File: config.mk
export PLATFORM = sky130hd
export DESIGN_NAME = fir_tap_buffer
export DESIGN_NICKNAME = d
export VERILOG_FILES = /design/src/rtl/fir_tap_buffer.sv
export SDC_FILE = /design/constraint.sdc
export NUM_CORES = 1
export LEC_CHECK = 0
export BUFFER_PORTS_ARGS = -buffer_cell sky130_fd_sc_hd__buf_2
export CORE_AREA = 2 2 330 332
export CTS_BUF_LIST = sky130_fd_sc_hd__clkbuf_8
export CTS_CLUSTER_DIAMETER = 100
export DETAILED_ROUTE_END_ITERATION = 16
export DIE_AREA = 0 0 332 334
export HOLD_SLACK_MARGIN = 0.12
export PLACE_DENSITY = 0.54
export SLEW_MARGIN = 25
export SYNTH_ARGS = -nofsm -noshare
export SYNTH_HDL_FRONTEND = slang
export SYNTH_SLANG_ARGS = --single-unit
export TNS_END_PERCENT = 10
File: constraint.sdc
create_clock -name clk_i -period 2.55 [get_ports clk_i]
set_input_delay 0.255 -clock clk_i [delete_from_list [all_inputs] [get_ports clk_i]]
set_output_delay 0.255 -clock clk_i [all_outputs]
set_load 0.05 [all_outputs]
File: src/rtl/fir_tap_buffer.sv
// fir_tap_buffer
//   Unpacks a stream of 32-bit H words (two 16-bit taps per word) into a
//   bank of NB_TAPS coefficient registers and presents them in parallel to
//   the FIR MAC datapath. A one-cycle done_o pulse marks the last tap write.
//
// Ports
//   clk_i, rst_ni   clock, asynchronous active-low reset
//   clear_i         synchronous soft clear (same effect as reset)
//   start_i         one-cycle pulse, arms a new tap load
//   h_valid_i       H stream valid
//   h_ready_o       H stream ready (high only while loading)
//   h_data_i        H word: [15:0] even tap, [31:16] odd tap
//   done_o          one-cycle pulse after the last word is accepted
//   taps_valid_o    high while the bank holds a complete tap set
//   taps_o          flat tap bank, slice i = tap i
//
// Build option
//   FIR_TAP_BUFFER_REVERSE_EN: present the bank time-reversed
//   (slice i = tap[NB_TAPS-1-i]); storage and handshake are unchanged.

module fir_tap_buffer #(
  parameter int unsigned NB_TAPS   = 50,
  parameter int unsigned TAP_WIDTH = 16
) (
  input  logic                           clk_i,
  input  logic                           rst_ni,
  input  logic                           clear_i,
  input  logic                           start_i,
  input  logic                           h_valid_i,
  output logic                           h_ready_o,
  input  logic [31:0]                    h_data_i,
  output logic                           done_o,
  output logic                           taps_valid_o,
  output logic [NB_TAPS*TAP_WIDTH-1:0]   taps_o
);

  localparam int unsigned NB_WORDS = (NB_TAPS + 1) / 2;
  localparam int unsigned CNT_W    = $clog2(NB_WORDS + 1);

  typedef enum logic [1:0] {
    IDLE,
    LOAD,
    FULL
  } state_e;

  state_e               state_q, state_d;
  logic [CNT_W-1:0]     cnt_q, cnt_d;
  logic                 done_q, done_d;
  logic                 valid_q, valid_d;
  logic [TAP_WIDTH-1:0] taps_q [NB_TAPS];
  logic [TAP_WIDTH-1:0] taps_d [NB_TAPS];

  logic accept;
  logic last_word;

  // Ready is blocked in the start/clear cycle so a beat there is never taken.
  assign h_ready_o = (state_q == LOAD) & ~start_i & ~clear_i;
  assign accept    = h_valid_i & h_ready_o;
  assign last_word = (cnt_q == CNT_W'(NB_WORDS - 1));

  always_comb begin
    state_d = state_q;
    cnt_d   = cnt_q;
    done_d  = 1'b0;
    valid_d = valid_q;
    if (clear_i) begin
      state_d = IDLE;
      cnt_d   = '0;
      valid_d = 1'b0;
    end else if (start_i) begin
      state_d = LOAD;
      cnt_d   = '0;
      valid_d = 1'b0;
    end else if (accept) begin
      cnt_d = cnt_q + CNT_W'(1);
      if (last_word) begin
        state_d = FULL;
        done_d  = 1'b1;
        valid_d = 1'b1;
      end
    end
  end

  // Word k owns taps 2k and 2k+1; for odd NB_TAPS the last word has no
  // odd slot, so its upper half simply matches no register.
  always_comb begin
    taps_d = taps_q;
    if (clear_i) begin
      for (int unsigned i = 0; i < NB_TAPS; i++) begin
        taps_d[i] = '0;
      end
    end else if (accept) begin
      for (int unsigned i = 0; i < NB_TAPS; i++) begin
        if (CNT_W'(i / 2) == cnt_q) begin
          taps_d[i] = (i % 2 == 0) ? h_data_i[TAP_WIDTH-1:0]
                                   : h_data_i[2*TAP_WIDTH-1:TAP_WIDTH];
        end
      end
    end
  end

  always_ff @(posedge clk_i or negedge rst_ni) begin
    if (!rst_ni) begin
      state_q <= IDLE;
      cnt_q   <= '0;
      done_q  <= 1'b0;
      valid_q <= 1'b0;
      for (int unsigned i = 0; i < NB_TAPS; i++) begin
        taps_q[i] <= '0;
      end
    end else begin
      state_q <= state_d;
      cnt_q   <= cnt_d;
      done_q  <= done_d;
      valid_q <= valid_d;
      taps_q  <= taps_d;
    end
  end

  assign done_o       = done_q;
  assign taps_valid_o = valid_q;

  for (genvar g = 0; g < NB_TAPS; g++) begin : g_out
`ifdef FIR_TAP_BUFFER_REVERSE_EN
    assign taps_o[g*TAP_WIDTH +: TAP_WIDTH] = taps_q[NB_TAPS-1-g];
`else
    assign taps_o[g*TAP_WIDTH +: TAP_WIDTH] = taps_q[g];
`endif
  end

endmodule

## Yosys cells after proc, flatten, opt, wreduce, memory -nomap -nowiden

Index checks and enable logic that the tools add are counted.

| cells by class | value |
|---|---|
| add/sub/neg operators | 1 |
| eq/ne operators | 26 |
| muxes and demuxes | 67 |
| bitwise gates (word level) | 5 |
| reduce and logical (&&, ||, !) cells | 55 |

Operators by type and width:

| operator | number |
|---|---|
| $mux W800 | 2 |
| $mux W16 | 50 |
| $reduce_and A2 Y1 | 26 |
| $reduce_bool A2 Y1 | 26 |
| $eq A5 B5 Y1 const A | 9 |
| $eq A4 B5 Y1 const A | 8 |
| $eq A3 B5 Y1 const A | 4 |
| $mux W5 | 3 |
| $eq A2 B5 Y1 const A | 2 |
| $mux W1 | 8 |
| $mux W2 | 4 |
| $reduce_bool A3 Y1 | 2 |
| $add A5 B1 Y5 const B | 1 |
| $eq A1 B5 Y1 const A | 1 |
| $eq A5 B5 Y1 const B | 1 |
| $logic_not A5 Y1 | 1 |
| $and A1 B1 Y1 | 3 |
| $eq A2 B1 Y1 const B | 1 |
| $not A1 Y1 | 2 |

| word-level totals | value |
|---|---|
| flip-flop bits (word level) | 809 |
| input bits | 37 |
| output and inout bits | 803 |
| word-level logic and storage cells | 208 |

## Longest topological paths before layout

Gate-level depths: netlist of run 1.

| logic depth | value |
|---|---|
| depth after elaboration | 7 |
| depth in mapped cells | 9 |
| mapped depth without buffers | 6 |

## Worst setup path before layout of run 1

OpenSTA, ideal clock, no wires.

| timing path | value |
|---|---|
| path kind | reg2reg |
| from | reg state_q[1] |
| to | reg taps_q (netlist bit taps_o[486]) |
| library setup time | 0.078 ns |
| arrival time | 1.937 ns |
| required time | 2.472 ns |
| setup slack | 0.535 ns |
| cell stages (with the launch flop) | 7 |
| path buffers | 2 |
| cells stage by stage | dfrtp_1 > clkbuf_1 > or4b_1 > inv_1 > buf_4 > nand3_1 > a21oi_1 |

| on the way | value |
|---|---|
| cells in the longest elaborated chain, start to end | 6 |

Ends and longest elaborated chain:

| what | RTL line | text |
|---|---|---|
| from (decl) | 46 | `state_e state_q, state_d;` |
| from (signal assigned) | 112 | `state_q <= state_d;` |
| $eq A2 B1 Y1 | 57 | `assign h_ready_o = (state_q == LOAD) & ~start_i & ~clear_i;` |
| $and A1 B1 Y1 (2 in series) | 57 |  |
| net h_ready_o | 30 | `output logic h_ready_o,` |
| $and A1 B1 Y1 | 58 | `assign accept = h_valid_i & h_ready_o;` |
| $reduce_bool A2 Y1 (no source line) | -- |  |
| $reduce_and A2 Y1 (no source line) | -- |  |
| to (signal assigned) | 116 | `taps_q <= taps_d;` |
| to (decl) | 50 | `logic [TAP_WIDTH-1:0] taps_q [NB_TAPS];` |

The timed path passes the listed nets, and every way through them passes these cells.
A chain may end at the register's enable or synchronous reset.

## Worst setup path after layout of run 1

| timing path | value |
|---|---|
| from | reg state_q[1] |
| to | reg taps_q (netlist bit taps_o[501]) |

| on the way | value |
|---|---|
| cells in the longest elaborated chain, start to end | 6 |

Ends and longest elaborated chain:

| what | RTL line |
|---|---|
| $eq A2 B1 Y1 | 57 |
| $and A1 B1 Y1 (2 in series) | 57 |
| $and A1 B1 Y1 | 58 |
| $reduce_bool A2 Y1 (no source line) | -- |
| $reduce_and A2 Y1 (no source line) | -- |

No other way between the ends.

==> results.json, run 1 <==
{
  "synth_enable_flop_cells": 0,
  "synth.most_common_cell": "sky130_fd_sc_hd__dfrtp_1",
  "core_region_area_mm2": 0.1078,
  "final_weighted_congestion_in_routability_driven_placement": 0.8002,
  "routing_usage_on_met2_pct": 37.47,
  "yosysSeqAreaShare_pct": 57.46,
  "synth.lib_cells_used.distinct": 35,
  "data_arrival_time_of_the_worst_path_ns": 3.16,
  "detail_route.iter0.violations": 1592,
  "cts_tree": "yes",
  "clock_transition_at_the_registers_of_the_reported_paths_ns": 0.06,
  "floorplan.io_pins": 840,
  "gr-total-overflow": 0,
  "clkSinkCount": 808,
  "max-cap-violations": 0,
  "leakage_power_figure_nw": 27.16,
  "post_route_cells_drive_above_1_share_pct": 33.26,
  "syn_area_mm2": 0.03519,
  "grt_max_degree": 258,
  "fraction_of_post_synthesis_cell_area_in_the_top_cell_type_by_area_pct": 57.46,
  "synth-seq-cells": 808,
  "syn_inst": 2847,
  "portBuffers": 839,
  "drc_markers": 0,
  "via_count": 25600,
  "outcome": "finished clean",
  "timing.critical_path.fanout_max": 32,
  "fin_crit_sh_pct": 95.77,
  "highest_clock_rate_ghz": 0.4095,
  "post_drt_via_cell_ratio": 4.874,
  "globalRouteTotalUtil_pct": 23.85,
  "worst_setup_path_end_kind": "flop",
  "power.density_mw_per_mm2": 592.8,
  "combinationalPowerShare_pct": 5.5,
  "report.final.hold_viol_count": 0,
  "timing.clock.skew_ns": 0.04472,
  "ys.warnings.count": 0,
  "htree_levels": 4,
  "post_synth_main_area_contributors": "sky130_fd_sc_hd__dfrtp_1 (57%), sky130_fd_sc_hd__mux2i_1 (20%), sky130_fd_sc_hd__nand2b_1 (13%)",
  "cts.path.max_buffers": 3,
  "worst-setup-path-type": "flop to flop",
  "synth.cells.most_frequent": "sky130_fd_sc_hd__dfrtp_1 (808), sky130_fd_sc_hd__nand2b_1 (720), sky130_fd_sc_hd__mux2i_1 (691)",
  "postSynth.asyncResetShare_pct": 100.0,
  "die-height_um": 334,
  "area_growth_syn_to_layout_pct": 28.65,
  "clk-insertion-delay-late_ns": 0.80,
  "crit_path_start_kind": "flop",
  "grt_setup_unrepaired": "no",
  "hold-worst-slack_ns": 0.2343,
  "grtUsageMet1_pct": 30.68,
  "ant_nets": 0,
  "sw_frac_of_total_pct": 24.72,
  "seq_power_share_pct": 47.9,
  "final_util_pct": 41.99,
  "power.internal_w": 0.02020,
  "grt.busiest_layer": "met2",
  "num-nets-final": 3782,
  "total_switching_power_w": 0.006632,
  "fp.dieW_um": 332,
  "post-dp-hpwl_um": 87970,
  "tritoncts.num_buffers": 146,
  "wl_per_cell_um": 25.59,
  "cell_type_contributing_the_most_total_cell_area_after_synthesis": "sky130_fd_sc_hd__dfrtp_1",
  "effective_utilization_at_floorplan_pct": 32.64,
  "share_clk_of_total_power_pct": 46.6,
  "synth_flop_cell": "sky130_fd_sc_hd__dfrtp_1",
  "power.ir.vdd_worst_mv": 0.3783,
  "final_max_slew_viols": 0,
  "number_of_antenna_violations_at_the_first_check_in_global_routing": 5,
  "post_synth.cell_area_avg_um2": 12.36,
  "mappedNetlistNets": 2889,
  "grt_use_met3_pct": 7.834,
  "detail_route.first_pass.iterations": 5,
  "die_footprint_mm2": 0.1109,
  "hp-class": "input pin to asynchronous set/reset pin",
  "worst_slew_pin_slew_ns": 1.286,
  "fin_tns_setup_ns": 0,
  "period_minus_slack_ns": 2.442,
  "fp-row-count": 121,
  "final_wirelength_um": 134400,
  "grt_pass1_vias": 26263,
  "cts.root.buffer_cell": "sky130_fd_sc_hd__clkbuf_8",
  "setup_viol": 0,
  "required_ns": 3.27,
  "slew_headroom_pct": 14.25,
  "first_pass_grt_wire_length_um": 194400
}
==> area by class of cell <==
cell class / instances / area (um2)
fill: 10418 / 62530
sequential: 808 / 20220
multi-input combinational: 1755 / 13960
timing repair buffer: 1020 / 6341
clock buffer: 186 / 2560
tap: 1414 / 1769
clock inverter: 58 / 382.9
inverter: 9 / 33.78
antenna: 2 / 5.005
==> logic make-up after synthesis <==
group,after synthesis,share of synthesized area [%]
simple gates,877,15.69
flops,808,57.46
mux,737,21.13
buf+inv,284,3.346
xor+xnor,2,0.04979
compound gates,134,2.141
fa+ha+maj,5,0.1778
==> routing by layer <==
| metal | vias up | wire [um] |
|---|---|---|
| met2 | 969 | 61660 |
| met5 | - | 0 |
| met4 | 0 | 4526 |
| li1 | 11318 | - |
| met3 | 213 | 10900 |
| met1 | 13100 | 57320 |
==> per-stage QoR <==
step	total power [W]	instance area, um2	setup slack [ns]	cells
after floorplan	0.01361	35190	0.5348	2847
after global placement	0.01455	41870	0.2312	4962
after detailed placement	0.01454	41880	0.3337	4962
after CTS	0.02724	45260	0.01175	5250
after global routing	0.02785	45260	0.02227	5251
final	0.02683	45270	0.1078	5252
==> state kept, by name, indices dropped and copies added, names as in the netlist <==
name and cells:
taps_o 800, cnt_q 5, done_o 1, state_q 2
==> worst max-delay path, cell delays in order, from the launching register on <==
cell                            delay, ns
sky130_fd_sc_hd__dfrtp_1             0.48
sky130_fd_sc_hd__or4b_1              0.57
sky130_fd_sc_hd__inv_1               0.13
sky130_fd_sc_hd__buf_4               0.35
sky130_fd_sc_hd__nand3_1             0.12
sky130_fd_sc_hd__a21oi_1             0.15
sky130_fd_sc_hd__dlygate4sd3_1       0.58
==> power groups by stage <==
stage          sequential, W  combinational, W  clock [W]
2_1_floorplan         0.0131          0.000504          0
3_3_place_gp          0.0131           0.00147          0
3_5_place_dp          0.0131           0.00147          0
4_1_cts               0.0128           0.00151     0.0129
5_1_grt               0.0128           0.00158     0.0134
6_report              0.0128           0.00148     0.0125
==> timing repair <==
item	CTS	global route
setup endpoints to repair	1	4
hold buffers	44	0
endpoints found under the hold margin	1515	0
buffers inserted	0	0
gates resized for setup	1	1
==> placed cells by master, fill, tap and decap left out, types with 3 or more instances in the layout <==
master,count
sky130_fd_sc_hd__nand4bb_1,3
sky130_fd_sc_hd__nor2_1,3
sky130_fd_sc_hd__dfrtp_1,808
sky130_fd_sc_hd__mux2_1,12
sky130_fd_sc_hd__buf_2,836
sky130_fd_sc_hd__clkinvlp_4,4
sky130_fd_sc_hd__nand3_2,22
sky130_fd_sc_hd__nand4_1,32
sky130_fd_sc_hd__o21ai_0,34
sky130_fd_sc_hd__o31ai_1,33
sky130_fd_sc_hd__mux2_2,34
sky130_fd_sc_hd__a21oi_1,67
sky130_fd_sc_hd__nand2b_2,30
sky130_fd_sc_hd__nor2b_1,46
sky130_fd_sc_hd__bufinv_16,4
sky130_fd_sc_hd__buf_12,52
sky130_fd_sc_hd__inv_1,48
sky130_fd_sc_hd__nand3_1,33
sky130_fd_sc_hd__buf_4,86
sky130_fd_sc_hd__clkinv_2,6
sky130_fd_sc_hd__clkbuf_8,186
sky130_fd_sc_hd__ha_1,5
sky130_fd_sc_hd__mux2i_1,691
sky130_fd_sc_hd__dlygate4sd3_1,44
sky130_fd_sc_hd__nand2b_1,690
==> path summary, 6_finish.rpt <==
kind                              start     endpoint  slack [ns]  depth (start not counted)
setup / recovery             state_q[1]  taps_o[501]        0.11                          6
hold / removal                   rst_ni  taps_o[320]        0.23                          3
hold reg to reg             taps_o[709]  taps_o[709]        0.53                          2
max in group asynchronous        rst_ni  taps_o[110]        1.23                          3
setup reg to reg             state_q[1]  taps_o[501]        0.11                          6
min in group clk_i         h_data_i[17]  taps_o[497]        0.30                          4
(Power assumes the default switching activity.)
==> inputs of run 2 (changes only) <==
- REMOVE_ABC_BUFFERS: default -> 1
- SLEW_MARGIN: 25 -> default
==> results.json, run 2 (same netlist as run 1, synthesis figures left out) <==
{
  "globalRouteTotalUtil_pct": 23.97,
  "gr-total-overflow": 0,
  "setup.worst_path.start": "state_q[1]",
  "wl_per_cell_um": 25.71,
  "dr.max_layer_used": "met5",
  "routed-wl-met2_um": 63790,
  "num-nets-final": 3787,
  "htree_levels": 4,
  "area_growth_syn_to_layout_pct": 28.72,
  "r2r.worst_path.cells": 5,
  "place_inst": 4966,
  "most-common-layout-cells": "sky130_fd_sc_hd__buf_2 (836), sky130_fd_sc_hd__dfrtp_1 (806), sky130_fd_sc_hd__nand2b_1 (720)",
  "r2r_start": "state_q[1]",
  "fp.dieW_um": 332,
  "worst_slew_pin_slew_ns": 0.9351,
  "routedLengthMet1_um": 59170,
  "detail_route.first_pass.iterations": 5,
  "setup_viol": 0,
  "power.density_mw_per_mm2": 596.6,
  "fin_crit_sh_pct": 93.93,
  "final_wirelength_um": 135500,
  "final_common_cell": "sky130_fd_sc_hd__buf_2",
  "layout.cell_area.non_filler_mm2": 0.04529,
  "r2r-end": "taps_o[716]",
  "dpl-instance-area_mm2": 0.04180,
  "hold-worst-slack_ns": 0.2471,
  "die_footprint_mm2": 0.1109,
  "number_of_antenna_violations_at_the_first_check_in_global_routing": 1,
  "worst_setup_path_endpoint": "h_ready_o",
  "drc_markers": 0,
  "via_count": 25407,
  "clkSinkCount": 808,
  "post_route_cells_drive_above_1_share_pct": 32.75,
  "crit_path_start_kind": "flop",
  "clock_transition_at_the_registers_of_the_reported_paths_ns": 0.06,
  "required_ns": 2.30,
  "flip_flop_count_of_the_largest_register_all_copies_and_words_added": 800,
  "effective_utilization_at_floorplan_pct": 32.64,
  "cts_tree": "yes",
  "hp-class": "input pin to asynchronous set/reset pin",
  "number_of_buffers_added_for_setup_after_cts": 0,
  "slew_headroom_pct": 37.66,
  "portBuffers": 839,
  "cts.root.buffer_cell": "sky130_fd_sc_hd__clkbuf_8",
  "highest_clock_rate_ghz": 0.4175,
  "data_arrival_time_of_the_worst_path_ns": 2.14,
  "max-cap-violations": 0,
  "floorplan.io_pins": 840,
  "period_minus_slack_ns": 2.395,
  "final_max_slew_viols": 0,
  "worst_setup_path_end_kind": "output port",
  "clk-insertion-delay-late_ns": 0.85,
  "fin_tns_setup_ns": 0,
  "die-height_um": 334,
  "report.final.hold_viol_count": 0,
  "antennaDiodeCount": 0,
  "core_region_area_mm2": 0.1078,
  "power.ir.vdd_worst_mv": 0.3952,
  "wire_length_on_met3_um": 8584,
  "post-dp-hpwl_um": 90260,
  "fp-row-count": 121,
  "grt_max_degree": 126,
  "final_cells": 5271,
  "worst-setup-path-type": "flop to output port",
  "tritoncts.num_buffers": 152,
  "timing.reg2reg.setup_slack_ns": 0.29,
  "detail_route.iter0.violations": 1475,
  "register_area_mm2": 0.02022,
  "ant_nets": 0,
  "first_pass_grt_wire_length_um": 194600,
  "grt_setup_unrepaired": "no",
  "timing.critical_path.fanout_max": 11,
  "outcome": "finished clean",
  "fillCellCount": 10443,
  "post_drt_via_cell_ratio": 4.820,
  "final_weighted_congestion_in_routability_driven_placement": 0.7993,
  "grt_pass1_vias": 26098,
  "cts.path.max_buffers": 3,
  "multiInputGateArea_mm2": 0.01409,
  "leakage_power_figure_nw": 27.15,
  "timing.clock.skew_ns": 0.04170
}
[run 2: cell count changes in the layout (fill, tap and decap cells not counted), sizes merged, moves of 2 or more]
cell,change
inv,+20
buf,+5
clkbuf,+2
diode,-2
dlygate4sd3,-6
[run 2: where the power goes]
group	switching, W	leakage, nW	internal, W
registers	0.00000880	11.3	0.0128
logic	0.000870	14.1	0.000408
clock network	0.00584	1.77	0.00705
[run 2: layer usage]
metal  vias to the layer above  GRT usage, %
met2                       819         38.67
li1                      11334             -
met1                     13060         31.03
met3                       192         6.831
met4                         2         7.708
met5                         -             0
[run 2: area by class of cell]
| type | instances | share of cell area (%) |
|---|---|---|
| Tap cell | 1414 | 3.906 |
| Multi-Input combinational cell | 1755 | 31.11 |
| Clock inverter | 78 | 1.080 |
| Timing Repair Buffer | 1019 | 13.46 |
| Clock buffer | 188 | 5.713 |
| Inverter | 9 | 0.08011 |
| Sequential cell | 808 | 44.65 |
[run 2: what timing repair did]
item | in CTS | in global routing
resized for setup | 6 | 0
endpoints found under the hold margin | 1602 | 0
hold buffers | 39 | 0
endpoints found under the setup margin | 1 | 0
[run 2: worst min-delay path by stage]
stage / from / to / slack, ns / cells past startpoint
after floorplan: rst_ni / cnt_q[0] / -0.04 / 0
after global placement: rst_ni / taps_o[176] / 0.25 / 1
after detailed placement: rst_ni / taps_o[176] / 0.25 / 1
after CTS: h_data_i[12] / taps_o[492] / 0.14 / 4
after global routing: rst_ni / taps_o[142] / 0.20 / 3
final: rst_ni / taps_o[430] / 0.25 / 3
[run 2: critical path, stage by stage (launching register included)]
cell and delay [ns]:
sky130_fd_sc_hd__dfrtp_2 0.47, sky130_fd_sc_hd__or4b_4 0.53, sky130_fd_sc_hd__inv_4 0.13, sky130_fd_sc_hd__buf_6 0.19
[run 2: per-stage QoR]
stage | power (W) | utilization [%] | setup WS (ns)
6_report | 0.02702 | 42.02 | 0.1548
5_1_grt | 0.02809 | 42.02 | 0.02821
4_1_cts | 0.02745 | 42.02 | 0.02603
3_5_place_dp | 0.01432 | 38.78 | 0.3638
3_3_place_gp | 0.01433 | 38.78 | 0.4063
2_1_floorplan | 0.01346 | - | -3.696
==> inputs of run 3 (changes only) <==
- ABC_AREA: default -> 1
- CORE_AREA: 2 2 330 332 -> 2 2 323 325
- DIE_AREA: 0 0 332 334 -> 0 0 325 327
- PLACE_DENSITY: 0.54 -> 0.53
- TNS_END_PERCENT: 10 -> 100
==> results.json, run 3 <==
{
  "fin_tns_setup_ns": 0,
  "synth_enable_flop_cells": 0,
  "worst_slew_pin_slew_ns": 0.8152,
  "setup_viol": 0,
  "die-height_um": 327,
  "combinationalPowerShare_pct": 8.1,
  "max-cap-violations": 0,
  "grt_setup_unrepaired": "no",
  "dr.max_layer_used": "met5",
  "seq_power_share_pct": 47.8,
  "post_drt_via_cell_ratio": 4.705,
  "timing.critical_path.fanout_max": 7,
  "totalPowerFinal_w": 0.02718,
  "area_growth_syn_to_layout_pct": 30.61,
  "layout.cell_area.non_filler_mm2": 0.04144,
  "ys.warnings.count": 0,
  "gr-total-overflow": 0,
  "ant_nets": 0,
  "fillCellCount": 10607,
  "yosysSeqAreaShare_pct": 63.73,
  "slew_headroom_pct": 45.65,
  "critical_path.slowest_cell": "sky130_fd_sc_hd__dlygate4sd3_1",
  "layout_setup_ws_ns": 0.2968,
  "postSynth.asyncResetShare_pct": 100.0,
  "core_region_area_mm2": 0.1029,
  "ctsResizeCount": 0,
  "synth-seq-cells": 808,
  "final_common_cell": "sky130_fd_sc_hd__nand2_1",
  "fp.dieW_um": 325,
  "routed-wl-met2_um": 64150,
  "cell_type_contributing_the_most_total_cell_area_after_synthesis": "sky130_fd_sc_hd__dfrtp_1",
  "final_max_slew_viols": 0,
  "syn_inst": 3680,
  "synth_flop_cell": "sky130_fd_sc_hd__dfrtp_1",
  "cts.path.max_buffers": 3,
  "timing.clock.skew_ns": 0.02991,
  "fp-row-count": 118,
  "synth.lib_cells_used.distinct": 20,
  "htree_levels": 4,
  "required_ns": 3.24,
  "power.ir.vdd_worst_mv": 0.4286,
  "hp-class": "input pin to flop",
  "highest_clock_rate_ghz": 0.4438,
  "post_route_cells_drive_above_1_share_pct": 26.50,
  "report.final.hold_viol_count": 0,
  "dpl-instance-area_mm2": 0.03827,
  "grt_max_degree": 71,
  "grt_pass1_vias": 27410,
  "share_clk_of_total_power_pct": 44.1,
  "post_synth.cell_area_avg_um2": 8.621,
  "via_count": 28515,
  "final_util_pct": 40.27,
  "data_arrival_time_of_the_worst_path_ns": 2.94,
  "final_weighted_congestion_in_routability_driven_placement": 0.8035,
  "cpMostUsedCell": "sky130_fd_sc_hd__nand2_1",
  "routedLengthMet1_um": 58880,
  "tritoncts.num_buffers": 146,
  "detail_route.iter0.violations": 2592,
  "syn_area_mm2": 0.03173,
  "drc_markers": 0,
  "cts.root.buffer_cell": "sky130_fd_sc_hd__clkbuf_8",
  "num-nets-final": 4625,
  "clkSinkCount": 808,
  "leakage_power_figure_nw": 25.56,
  "die_footprint_mm2": 0.1063,
  "placement.setup.worst_slack_ns": 0.2202,
  "flip_flop_count_of_the_largest_register_all_copies_and_words_added": 800,
  "effective_utilization_at_floorplan_pct": 30.83,
  "post_synth_main_area_contributors": "sky130_fd_sc_hd__dfrtp_1 (64%), sky130_fd_sc_hd__nand2_1 (26%), sky130_fd_sc_hd__nand3_1 (4.4%)",
  "most-common-layout-cells": "sky130_fd_sc_hd__nand2_1 (2,195), sky130_fd_sc_hd__buf_2 (836), sky130_fd_sc_hd__dfrtp_1 (808)",
  "number_of_antenna_violations_at_the_first_check_in_global_routing": 3,
  "floorplan.io_pins": 840,
  "cts_tree": "yes",
  "synth.cells.most_frequent": "sky130_fd_sc_hd__nand2_1 (2,195), sky130_fd_sc_hd__dfrtp_1 (808), sky130_fd_sc_hd__nand3_1 (282)",
  "final_wirelength_um": 137900,
  "fin_crit_sh_pct": 88.36,
  "wire_length_on_met3_um": 10310,
  "fraction_of_post_synthesis_cell_area_in_the_top_cell_type_by_area_pct": 63.73,
  "cpPeakStageDelay_ns": 0.54,
  "clk-insertion-delay-late_ns": 0.80,
  "clock_transition_at_the_registers_of_the_reported_paths_ns": 0.06,
  "number_of_buffers_added_for_setup_after_cts": 0,
  "power.density_mw_per_mm2": 656.0,
  "worst-setup-path-type": "flop to flop",
  "sw_frac_of_total_pct": 27.21,
  "post-dp-hpwl_um": 87730,
  "outcome": "finished clean",
  "crit_path_start_kind": "flop",
  "first_pass_grt_wire_length_um": 198200,
  "portBuffers": 839,
  "wl_per_cell_um": 22.76,
  "synth.most_common_cell": "sky130_fd_sc_hd__nand2_1",
  "total_switching_power_w": 0.007396,
  "worst_setup_path_end_kind": "flop",
  "period_minus_slack_ns": 2.253,
  "globalRouteTotalUtil_pct": 25.42,
  "power.internal_w": 0.01979,
  "detail_route.first_pass.iterations": 5,
  "crit_chain": "inv_1 > ha_1 > nand3_1 > nand2_1 > nand2_1 > nand2_1 > nand2_1 > dlygate4sd3_1"
}
[run 3: cell types whose count changed in the layout (fill, tap and decap cells not counted), sizes merged, moves of 30 or more]
cell,previous run,this run
nand4,32,1
nor2b,46,0
o31ai,33,0
inv,72,102
nand2b,720,0
a21oi,67,0
mux2i,691,0
mux2,46,0
nand3,56,283
nor2,3,68
nand2,2,2206
[run 3: worst paths after layout]
kind                              from          end  slack, ns  cells past startpoint
setup reg to reg              cnt_q[0]   state_q[0]       0.30                      8
min in group asynchronous       rst_ni  taps_o[743]       0.27                      3
hold reg to reg            taps_o[514]  taps_o[514]       0.46                      2
setup / recovery              cnt_q[0]   state_q[0]       0.30                      8
max in group asynchronous       rst_ni  taps_o[681]       1.64                      3
hold / removal             h_data_i[0]  taps_o[192]       0.23                      6
[run 3: logic make-up (layout without fill, tap and decap cells)]
kind of cell | count (synthesis) | count (layout) | share of synthesized area (%)
and+or+nand+nor | 2558 | 2558 | 31.78
DFF | 808 | 808 | 63.73
buffers and inverters | 301 | 1300 | 4.157
AOI/OAI and AO/OA | 8 | 8 | 0.1341
adders and majority gates | 5 | 5 | 0.1972
other | 0 | 2 | 0
[run 3: metal layers]
metal / vias to the layer above / GRT usage [%]
met5: - / 0
met4: 4 / 8.998
met3: 262 / 6.909
met2: 1146 / 40.23
met1: 14045 / 33.56
li1: 13058 / -
[run 3: worst max-delay path: cells and delay by family (launching register included)]
| kind | cells | cell delay (ns) |
|---|---|---|
| flip-flops | 1 | 0.40 |
| AND/OR/NAND/NOR | 5 | 0.57 |
| adder cells (fa/ha/maj) | 1 | 0.49 |
| buffers and inverters | 2 | 0.68 |
[run 3: per-stage QoR]
step	std cells	hold slack [ns]
final	6061	0.2340
after global routing	6060	0.1985
after CTS	6059	0.1232
after detailed placement	5777	0.2454
after global placement	5777	0.2464
after floorplan	3425	-0.04059
[run 3: cell type report]
class,instances,area [um2],share of cell area (%)
clock inverters,70,377.9,0.9118
flip-flops and latches,808,20220,48.79
diodes,2,5.005,0.01208
clock buffers,174,2395,5.779
multi-input cells,2571,10460,25.24
well taps,1380,1727,4.167
repair buffers,1010,6078,14.67
inverters,46,177.7,0.4287
[run 3: repair_timing]
item                                    4_1_cts  5_1_grt
endpoints found under the setup margin        0        0
hold endpoints to repair                   1536        0
hold buffers                                 38        0
[run 3: power by group through the flow]
stage	registers, W	clock network, W	logic (W)
after floorplan	0.0136	0	0.000469
after detailed placement	0.0132	0	0.00216
after global routing	0.0130	0.0129	0.00232
after CTS	0.0130	0.0123	0.00222
final	0.0130	0.0120	0.00219
after global placement	0.0132	0	0.00216
